<file path="src/rtl/hazard_pkg.sv">
// Shared constants for the pipeline hazard controller: FSM state codes and forward selects.
// Latency: n/a (constants only).
// Backpressure: n/a.
package hazard_pkg;

    // Data-memory wait FSM state codes
    localparam logic [1:0] RUN      = 2'd0;
    localparam logic [1:0] MEM_WAIT = 2'd1;
    localparam logic [1:0] ERROR    = 2'd2;

    // EX-stage operand source select
    localparam logic [1:0] FWD_RF  = 2'b00;
    localparam logic [1:0] FWD_WB  = 2'b01;
    localparam logic [1:0] FWD_MEM = 2'b10;

endpackage

</file>
<file path="src/rtl/forward_unit.sv">
// Operand forward select for one EX source register (MEM result preferred over WB result).
// Latency: combinational, zero cycles.
// Backpressure: none; purely a function of the current register tags.
module forward_unit
    import hazard_pkg::*;
(
    input  logic [4:0] rsE,
    input  logic [4:0] rdM,
    input  logic [4:0] rdW,
    input  logic       regWriteM,
    input  logic       regWriteW,
    output logic [1:0] fwd
);

    // Youngest producer wins; x0 is hard-wired zero and is never forwarded
    always_comb begin
        fwd = FWD_RF;
        if (regWriteM && (rdM != 5'd0) && (rdM == rsE)) begin
            fwd = FWD_MEM;
        end else if (regWriteW && (rdW != 5'd0) && (rdW == rsE)) begin
            fwd = FWD_WB;
        end
    end

endmodule

</file>
<file path="src/rtl/hazard_ctrl.sv">
// Pipeline stall/flush/forward controller with data-memory wait FSM and timeout watchdog.
// Latency: controls are combinational from inputs and FSM state; FSM/counters update on clk.
// Backpressure: a pending memory access (or a timeout) holds every pipeline register. Optional counters: HAZARD_PERF_CNT_EN.
module hazard_ctrl
    import hazard_pkg::*;
#(
    parameter int MEM_TIMEOUT = 16,
    parameter int CNT_W       = 32
) (
    input  logic             clk,
    input  logic             reset,
    input  logic [4:0]       rs1D,
    input  logic [4:0]       rs2D,
    input  logic [4:0]       rs1E,
    input  logic [4:0]       rs2E,
    input  logic [4:0]       rdE,
    input  logic [4:0]       rdM,
    input  logic [4:0]       rdW,
    input  logic             resultSrcE0,
    input  logic             regWriteM,
    input  logic             regWriteW,
    input  logic             pcSrcE,
    input  logic             memReqM,
    input  logic             memReadyM,
    output logic             stallF,
    output logic             stallD,
    output logic             stallE,
    output logic             stallM,
    output logic             flushD,
    output logic             flushE,
    output logic [1:0]       forwardAE,
    output logic [1:0]       forwardBE,
    output logic             memTimeout,
    output logic [CNT_W-1:0] stallCycles,
    output logic [CNT_W-1:0] flushCount
);

    localparam int WCW = $clog2(MEM_TIMEOUT) + 1;

    logic [1:0]     fsm;
    logic [1:0]     fsm_nxt;
    logic [WCW-1:0] wait_cnt;
    logic [WCW-1:0] wait_cnt_nxt;
    logic           in_err;
    logic           mem_stall;
    logic           lw_stall;
    logic [1:0]     fwd_a;
    logic [1:0]     fwd_b;

    assign in_err    = (fsm == ERROR);
    // An abort (memReqM dropped in MEM_WAIT) falls out naturally: no request, no stall
    assign mem_stall = !in_err && memReqM && !memReadyM;
    assign lw_stall  = resultSrcE0 && (rdE != 5'd0) && ((rdE == rs1D) || (rdE == rs2D));

    // Priority: reset > timeout > memory wait > branch > load-use
    always_comb begin
        stallF = 1'b0;
        stallD = 1'b0;
        stallE = 1'b0;
        stallM = 1'b0;
        flushD = 1'b0;
        flushE = 1'b0;
        if (reset) begin
            flushD = 1'b1;
            flushE = 1'b1;
        end else if (in_err || mem_stall) begin
            // A branch held in EX keeps its flush until EX is released
            stallF = 1'b1;
            stallD = 1'b1;
            stallE = 1'b1;
            stallM = 1'b1;
        end else if (pcSrcE) begin
            flushD = 1'b1;
            flushE = 1'b1;
        end else if (lw_stall) begin
            stallF = 1'b1;
            stallD = 1'b1;
            flushE = 1'b1;
        end
    end

    // Memory wait FSM next state; ERROR is left only through reset
    always_comb begin
        fsm_nxt      = fsm;
        wait_cnt_nxt = wait_cnt;
        case (fsm)
            RUN: begin
                if (mem_stall) begin
                    fsm_nxt      = MEM_WAIT;
                    wait_cnt_nxt = WCW'(1);
                end
            end
            MEM_WAIT: begin
                if (!memReqM || memReadyM) begin
                    fsm_nxt      = RUN;
                    wait_cnt_nxt = '0;
                end else begin
                    wait_cnt_nxt = wait_cnt + WCW'(1);
                    if (wait_cnt == WCW'(MEM_TIMEOUT - 1)) begin
                        fsm_nxt = ERROR;
                    end
                end
            end
            ERROR: begin
                fsm_nxt = ERROR;
            end
            default: begin
                fsm_nxt      = RUN;
                wait_cnt_nxt = '0;
            end
        endcase
    end

    // FSM and wait counter state
    always_ff @(posedge clk or posedge reset) begin
        if (reset) begin
            fsm      <= RUN;
            wait_cnt <= '0;
        end else begin
            fsm      <= fsm_nxt;
            wait_cnt <= wait_cnt_nxt;
        end
    end

    assign memTimeout = in_err && !reset;

    forward_unit u_fwd_a (
        .rsE       (rs1E),
        .rdM       (rdM),
        .rdW       (rdW),
        .regWriteM (regWriteM),
        .regWriteW (regWriteW),
        .fwd       (fwd_a)
    );

    forward_unit u_fwd_b (
        .rsE       (rs2E),
        .rdM       (rdM),
        .rdW       (rdW),
        .regWriteM (regWriteM),
        .regWriteW (regWriteW),
        .fwd       (fwd_b)
    );

    assign forwardAE = reset ? FWD_RF : fwd_a;
    assign forwardBE = reset ? FWD_RF : fwd_b;

`ifdef HAZARD_PERF_CNT_EN
    logic [CNT_W-1:0] stall_cnt;
    logic [CNT_W-1:0] flush_cnt;

    // Saturating performance counters: decode-stall cycles and flush cycles
    always_ff @(posedge clk or posedge reset) begin
        if (reset) begin
            stall_cnt <= '0;
            flush_cnt <= '0;
        end else begin
            if (stallD && (stall_cnt != '1)) begin
                stall_cnt <= stall_cnt + CNT_W'(1);
            end
            if ((flushD || flushE) && (flush_cnt != '1)) begin
                flush_cnt <= flush_cnt + CNT_W'(1);
            end
        end
    end

    assign stallCycles = stall_cnt;
    assign flushCount  = flush_cnt;
`else
    assign stallCycles = '0;
    assign flushCount  = '0;
`endif

endmodule

</file>
<file path="config.mk">
export PLATFORM = sky130hd
export DESIGN_NAME = hazard_ctrl
export DESIGN_NICKNAME = d
export VERILOG_FILES = /design/src/rtl/hazard_pkg.sv /design/src/rtl/forward_unit.sv /design/src/rtl/hazard_ctrl.sv
export SDC_FILE = /design/constraint.sdc
export NUM_CORES = 1
export LEC_CHECK = 0
export ABC_AREA = 1
export CORE_AREA = 5 5 83 69
export DETAILED_ROUTE_END_ITERATION = 10
export DIE_AREA = 0 0 88 74
export HOLD_SLACK_MARGIN = 0.06
export PLACE_DENSITY = 0.78
export SETUP_SLACK_MARGIN = 0.02
export SLEW_MARGIN = 0
export SYNTH_ARGS = -nofsm -noshare
export SYNTH_HDL_FRONTEND = slang
export SYNTH_SLANG_ARGS = --single-unit
</file>
<file path="constraint.sdc">
create_clock -name clk -period 1.33 [get_ports clk]
set_input_delay 0.1995 -clock clk [delete_from_list [all_inputs] [get_ports clk]]
set_output_delay 0.1995 -clock clk [all_outputs]
set_load 0.01 [all_outputs]
</file>
# Yosys cells after proc, flatten, opt, wreduce, memory -nomap -nowiden
# Index checks and enable logic that the tools add are counted.
# totals
reg_bits	7
out_inout_bits	75
# op_classes
addsub	1
eq_ne	11
muxes	25
n_bitwise	1
n_reduce_logical	24
# op_table
operator	n
equality test 5 bit	6
case mux 5 bit (3 select lines)	1
nonzero test 5 bit	3
two-way mux 1 bit	14
two-way mux 2 bit	7
logical AND 1 bit	11
two-way mux 5 bit	2
case mux 2 bit (3 select lines)	1
adder 5 x 1 -> 5 bit, second input constant	1
equality test 5 x 4 -> 1 bit, second input constant	1
logical NOT 1 bit	4
AND reduction 2 bit	2
logical OR 1 bit	3
!= test 3 bit, second input constant	1
equality test 2 x 1 -> 1 bit, second input constant	1
equality test 2 bit, second input constant	1
logical NOT 2 bit	1
!= test 2 bit, second input constant	1
inverter 1 bit	1

# Logic depth before layout (Yosys ltp)
# Gate-level depths: netlist of the first run.
# depth
depth_word	7
depth_mapped	9
ltp_nobuf	8

# Modules after synthesis
# From an unflattened synthesis of the first run, not the netlist that was laid out.
# unflattened
hier_cells	276
area_unflattened_um2	1560.2
# modules_own_cells
module	instances	cells_each	area_per_inst_um2	seq_area_each_um2
hazard_ctrl	1	176	1132.3	175.2
forward_unit	2	50	214.0	0.0

# Worst setup path before layout of the first run
# No wires, ideal clock.
# synth_path
kind	register to register
startpoint	register wait_cnt[0]
endpoint	register wait_cnt[4]
arrival_time_ps	1157
required_ps	1248
slack_ps	90
path_stages_with_launch	5
path_buffers	0
cell_sequence	dfrtp_1 > ha_1 > and3_1 > ha_1 > o22ai_1
# synth_via
elab_chain_len	3
# synth_rtl
item	line	source
start: declaration	hazard_ctrl.sv:42	logic [WCW-1:0] wait_cnt;
start signal: assignment	hazard_ctrl.sv:121	wait_cnt <= wait_cnt_nxt;
adder 5 x 1 -> 5 bit	hazard_ctrl.sv:98	wait_cnt_nxt = wait_cnt + WCW'(1);
two-way mux 5 bit	hazard_ctrl.sv:94	if (!memReqM || memReadyM) begin
case mux 5 bit (3 select lines)	hazard_ctrl.sv:86	case (fsm)
# No other way between the ends.
# A chain may end at the register's enable or synchronous reset.

# Worst setup path after layout of the first run
# layout_path
startpoint	register fsm[0]
endpoint	output port flushE
# layout_via
elab_chain_len	7
# layout_rtl
item	line	source
start: declaration	hazard_ctrl.sv:40	logic [1:0] fsm;
start signal: assignment	hazard_ctrl.sv:120	fsm <= fsm_nxt;
equality test 2 bit (*)	hazard_ctrl.sv:50	assign in_err = (fsm == ERROR);
logical NOT 1 bit	hazard_ctrl.sv:52	assign mem_stall = !in_err && memReqM && !memReadyM;
logical AND 1 bit (2 in series)	hazard_ctrl.sv:52	
logical OR 1 bit (*)	hazard_ctrl.sv:66	end else if (in_err || mem_stall) begin
two-way mux 1 bit (*)	hazard_ctrl.sv:66	
two-way mux 1 bit (*)	hazard_ctrl.sv:63	if (reset) begin
end: declaration	hazard_ctrl.sv:30	output logic flushE,
# Mark *: on every way between the ends. The rest lies on a longest branch, timed or not.

==> results.cfg, run 1 <==
[worst_setup_path]
worstRegToRegCells = 4
r2r_start = wait_cnt[1]
critPathCaptureType = output pin
worstPathArrival_ns = 1.17
critPathLaunchType = flip-flop
r2r_end = wait_cnt[4]
worstPathRequired_ns = 1.13
ff2ff_setup_slack_ns = 0.09
crit_type = reg -> out
cp_max_fo = 4

[timing]
setup_viol = 5
period_share_pct = 103.1
fin_skew_ns = 0.002156
rsz0062_at_grt = true
fin_ws_ns = -0.04092
fin_setup_tns_ns = -0.08829
fin_crit_ns = 1.371
finalHoldViolations = 0
slew_violations = 0
clock.fmax_mhz = 729.4

[place]
place.gp.congestion = 0.8067
dp.final_hpwl_um = 3153
port_buffers = 53
dpl.cell_count = 337
dpl_cell_area_um2 = 1819

[clocking]
path_clk_slew_ns = 0.04
cts_tree = built
cts.root.buffer_cell = clkbuf_8
htreeDepth = 1
cts-buffers-inserted = 3
clockBufferDepth = 2
cts_sinks = 7
clk_latency_ns = 0.23

[finish]
fillers = 544
final_common_cell = conb_1
diodes = 0
mostFrequentLayoutCells = conb_1 (64), nand2_1 (36), buf_2 (27)
fin_area_um2 = 1879
fin_nets = 328
area.sequential_um2 = 175.2
fin_cells = 344
drive_above_1_share_pct = 35.82
multiInputGateArea_um2 = 1033
area_delta_synth_final_pct = 34.71

[run_status]
outcome = complete, but fails checks
failed_checks = negative setup slack

[grt]
track_usage_pct = 10.13
grt_pass1_wl_um = 5340
antenna_found_initial = 0
grt_pass1_vias = 1250
grt-ovfl-total = 0
grt_start_max_net_pins = 6

[drt]
vias_per_cell = 3.837
dr.pass1.iters = 3
antenna_left = 0
post-route-drc-count = 0
wl_per_cell_um = 10.88
totalWireLength_um = 3743
vias = 1320
drt-initial-drc-count = 15

[floorplan]
core_um2 = 4863
die_area_um2 = 6512
pin_count = 118
fp.dieW_um = 88
rows = 23
start_util_pct = 28.69
die_h_um = 74

[power_and_ir_drop]
power_density_nw_per_um2 = 506.0
leakage_nw = 1.054
p_total_mw = 0.9509
ir_drop_v = 0.0003109

[hold_path]
hold_end = fsm[0]
holdPathStages = 5
hold_class = in -> reg
hp-start = memReqM

[run]
cap_violations = 0

[yosys]
syn-cell-area_um2 = 1395
synth_seq_cells = 7
seq_area_frac_synth_pct = 12.56
synthCells = 215
synth_warnings = 0
avgSynthCellArea_um2 = 6.489
ys_types = 24
worst max-delay path by stage:
stage	from	endpoint	slack (ns)	cells past startpoint
after detailed placement	rdE[1]	stallD	-0.78	10
final	fsm[0]	flushE	-0.04	7
after floorplan	wait_cnt[0]	wait_cnt[4]	0.09	4
after CTS	fsm[0]	flushE	-0.06	7
after global placement	rdE[1]	stallD	-0.73	10
after global routing	fsm[0]	flushE	-0.15	7
synth_stat cells:
cell | n | area [um2]
conb_1 | 1 | 3.750
o22ai_1 | 2 | 12.51
ha_1 | 2 | 25.02
nor4_1 | 2 | 12.51
o21ai_1 | 2 | 10.01
or2_2 | 1 | 6.260
nand2_2 | 2 | 12.51
and3_1 | 1 | 6.260
nand2_1 | 39 | 146.4
nor3_1 | 3 | 15.01
a21oi_1 | 5 | 25.02
nor2_1 | 17 | 63.81
inv_1 | 26 | 97.59
nand3_2 | 1 | 10.01
o21a_1 | 1 | 7.510
mux2i_1 | 1 | 10.01
nand3_1 | 9 | 45.04
inv_2 | 1 | 3.750
o21ai_0 | 3 | 15.01
nand4_1 | 2 | 12.51
dfrtp_1 | 7 | 175.2
xor2_1 | 2 | 17.52
buf_4 | 66 | 495.5
xnor2_1 | 19 | 166.4
layer usage:
metal  track usage [%]  part of all wire [%]  wire length, um
met4             2.726                   1.7               63
met2             19.48                    52             1939
met5                 0                     0                0
met1             11.11                    36             1350
met3             2.436                    10              391
cell type report:
type	instances	area share [%]
clock buffers	4	2.397
inverters	27	5.393
multi-input cells	178	54.99
flip-flops and latches	7	9.321
well taps	62	4.128
repair buffers	66	23.77
timing repair:
action,4_1_cts,5_1_grt
resized for setup,182,36
setup buffers,0,2
hold buffers,1,0
setup endpoints to repair,12,13
pin swaps,46,27
hold endpoints to repair,7,0
flip-flops by register name (all words and copies together), names as in the netlist:
name      count
fsm           2
wait_cnt      5
critical path: stages, from the launching register on:
cell     delay [ns]
dfrtp_1        0.38
inv_2          0.07
nand2_2        0.05
o21ai_2        0.06
nand2_2        0.10
o21ai_2        0.08
nand2_1        0.06
buf_2          0.14
per-stage QoR:
step / hold WS [ns] / util [%] / setup WS [ns]
4_1_cts: 0.5179 / 37.36 / -0.05931
3_5_place_dp: 0.5609 / 37.41 / -0.7795
3_3_place_gp: 0.5279 / 37.41 / -0.7264
5_1_grt: 0.5482 / 38.64 / -0.1516
2_1_floorplan: 0.01682 / - / 0.09028
6_report: 0.5140 / 38.64 / -0.04092
kinds of logic (layout without fill, tap and decap cells):
group / Yosys count / in the layout / synth area share (%)
buffers and inverters: 93 / 97 / 42.78
multiplexers: 1 / 1 / 0.7175
other: 1 / 64 / 0.2688
AND/OR/NAND/NOR: 77 / 77 / 23.68
adder cells (fa/ha/maj): 2 / 2 / 1.793
flip-flops: 7 / 7 / 12.56
AO/OA/AOI/OAI: 13 / 13 / 5.022
XOR/XNOR: 21 / 21 / 13.18
power breakdown:
group          internal, mW  total [mW]  switching [mW]
Sequential            0.214       0.214               0
Combinational         0.177       0.445           0.268
Clock                 0.207       0.292          0.0851
Total                 0.598       0.951           0.353
Note: power is estimated with default switching activity, not from simulation.
==> inputs of run 2 (changes only) <==
Settings changed: MAX_ROUTING_LAYER set to met4.
==> results.cfg, run 2 (synthesis results as in run 1) <==
[finish]
fillers = 505
largest_reg_flops = 5
mostFrequentLayoutCells = conb_1 (64), nand2_1 (35), buf_2 (23)
fin_area_um2 = 2018
fin_cells = 349
diodes = 0
area_delta_synth_final_pct = 44.66
drive_above_1_share_pct = 39.02
reg.largest.list = wait_cnt x5, fsm x2
final_core_util_pct = 41.50
fin_nets = 333
largest_register = wait_cnt
final_common_cell = conb_1

[floorplan]
rows = 23
start_util_pct = 28.69
die_area_um2 = 6512
fp.dieW_um = 88
core_um2 = 4863
die_h_um = 74
pin_count = 118

[drt]
vias = 1319
post-route-drc-count = 0
vias_per_cell = 3.779
wl_per_cell_um = 10.81
drt-initial-drc-count = 19
totalWireLength_um = 3772
dr.pass1.iters = 8
antenna_left = 0

[place]
place.gp.congestion = 0.8032
dpl_cell_area_um2 = 1842
dp.final_hpwl_um = 3116
dpl_worst_slack_ns = -0.7424
port_buffers = 53
dpl.cell_count = 340

[clocking]
cts.root.buffer_cell = clkbuf_8
path_clk_slew_ns = 0.04
clockBufferDepth = 2
cts-buffers-inserted = 3
htreeDepth = 1
clk_latency_ns = 0.23
cts_tree = built
cts_sinks = 7

[worst_setup_path]
critPathLaunchType = flip-flop
critPathCaptureType = output pin
worstPathRequired_ns = 1.13
cp_max_fo = 4
crit_type = reg -> out
worstPathArrival_ns = 1.18

[hold_path]
hold_class = in -> reg

[timing]
fin_skew_ns = 0.005563
clock.fmax_mhz = 724.9
whs_ns = 0.5227
slew_violations = 0
fin_crit_ns = 1.380
rsz0062_at_grt = true
finalHoldViolations = 0
period_share_pct = 103.7
setup_viol = 4
fin_ws_ns = -0.04957

[run_status]
failed_checks = negative setup slack
outcome = complete, but fails checks

[grt]
grt_start_max_net_pins = 6
grt_pass1_vias = 1199
track_usage_pct = 10.15
grt-ovfl-total = 0
antenna_found_initial = 0
grt_pass1_wl_um = 5168

[power_and_ir_drop]
ir_drop_v = 0.0002713
leakage_nw = 1.146
power_density_nw_per_um2 = 498.6

[run]
cap_violations = 0
[run 2: changes by cell type in the layout (fill, tap and decap cells not counted), sizes merged]
cell	previous run	this run
buf	42	49
clkdlybuf4s15	5	2
clkbuf	14	15
dlygate4sd2	5	4
dlymetal6s2s	0	1
[run 2: cell type report]
cell class	instances	area (um2)	area share, %
Inverter	27	101.3	5.022
Multi-Input combinational cell	178	1104	54.68
Timing Repair Buffer	71	515.5	25.54
Tap cell	62	77.57	3.844
Clock buffer	4	45.04	2.232
Sequential cell	7	175.2	8.679
[run 2: routing by layer]
| metal | vias up | GRT usage, % | routed length, um |
|---|---|---|---|
| met5 | - | - | 0 |
| met4 | 0 | 2.044 | 19 |
| li1 | 674 | - | - |
| met2 | 68 | 18.23 | 1960 |
| met3 | 3 | 2.436 | 384 |
| met1 | 574 | 11.51 | 1407 |
[run 2: per-stage QoR]
stage                     power (mW)  setup TNS, ns
final                          1.006        -0.1353
after global routing           1.083        -0.5442
after CTS                     0.9475        -0.1765
after detailed placement      0.6617         -6.947
after global placement        0.6573         -6.931
after floorplan               0.5781              0
[run 2: path summary, 6_finish.rpt]
| check | startpoint | to | slack [ns] | cells past startpoint |
|---|---|---|---|---|
| min | memReqM | fsm[0] | 0.52 | 5 |
| min reg2reg | wait_cnt[4] | wait_cnt[4] | 0.56 | 2 |
| max reg2reg | wait_cnt[1] | wait_cnt[4] | 0.08 | 4 |
| min in group asynchronous | reset | fsm[1] | 0.60 | 4 |
| max | fsm[0] | flushE | -0.05 | 7 |
| max in group asynchronous | reset | wait_cnt[3] | 0.63 | 4 |
[run 2: worst max-delay path: stages (launching register included)]
cell and delay, ns:
dfrtp_1 0.38, inv_2 0.07, nand2_2 0.05, o21ai_2 0.06, nand2_2 0.11, o21ai_2 0.08, nand2_1 0.08, buf_6 0.12
[run 2: power breakdown]
| part | switching [mW] | internal [mW] |
|---|---|---|
| clock | 0.0910 | 0.207 |
| sequential | 0 | 0.214 |
| combinational | 0.284 | 0.210 |
| total | 0.375 | 0.632 |
[run 2: repair_timing]
item                                    CTS  global route
resized for setup                       173            70
pin swaps                                39            27
cloned                                    0             0
hold buffers                              0             1
setup buffers                             0             4
endpoints found under the setup margin   12            12
endpoints found under the hold margin     0             7
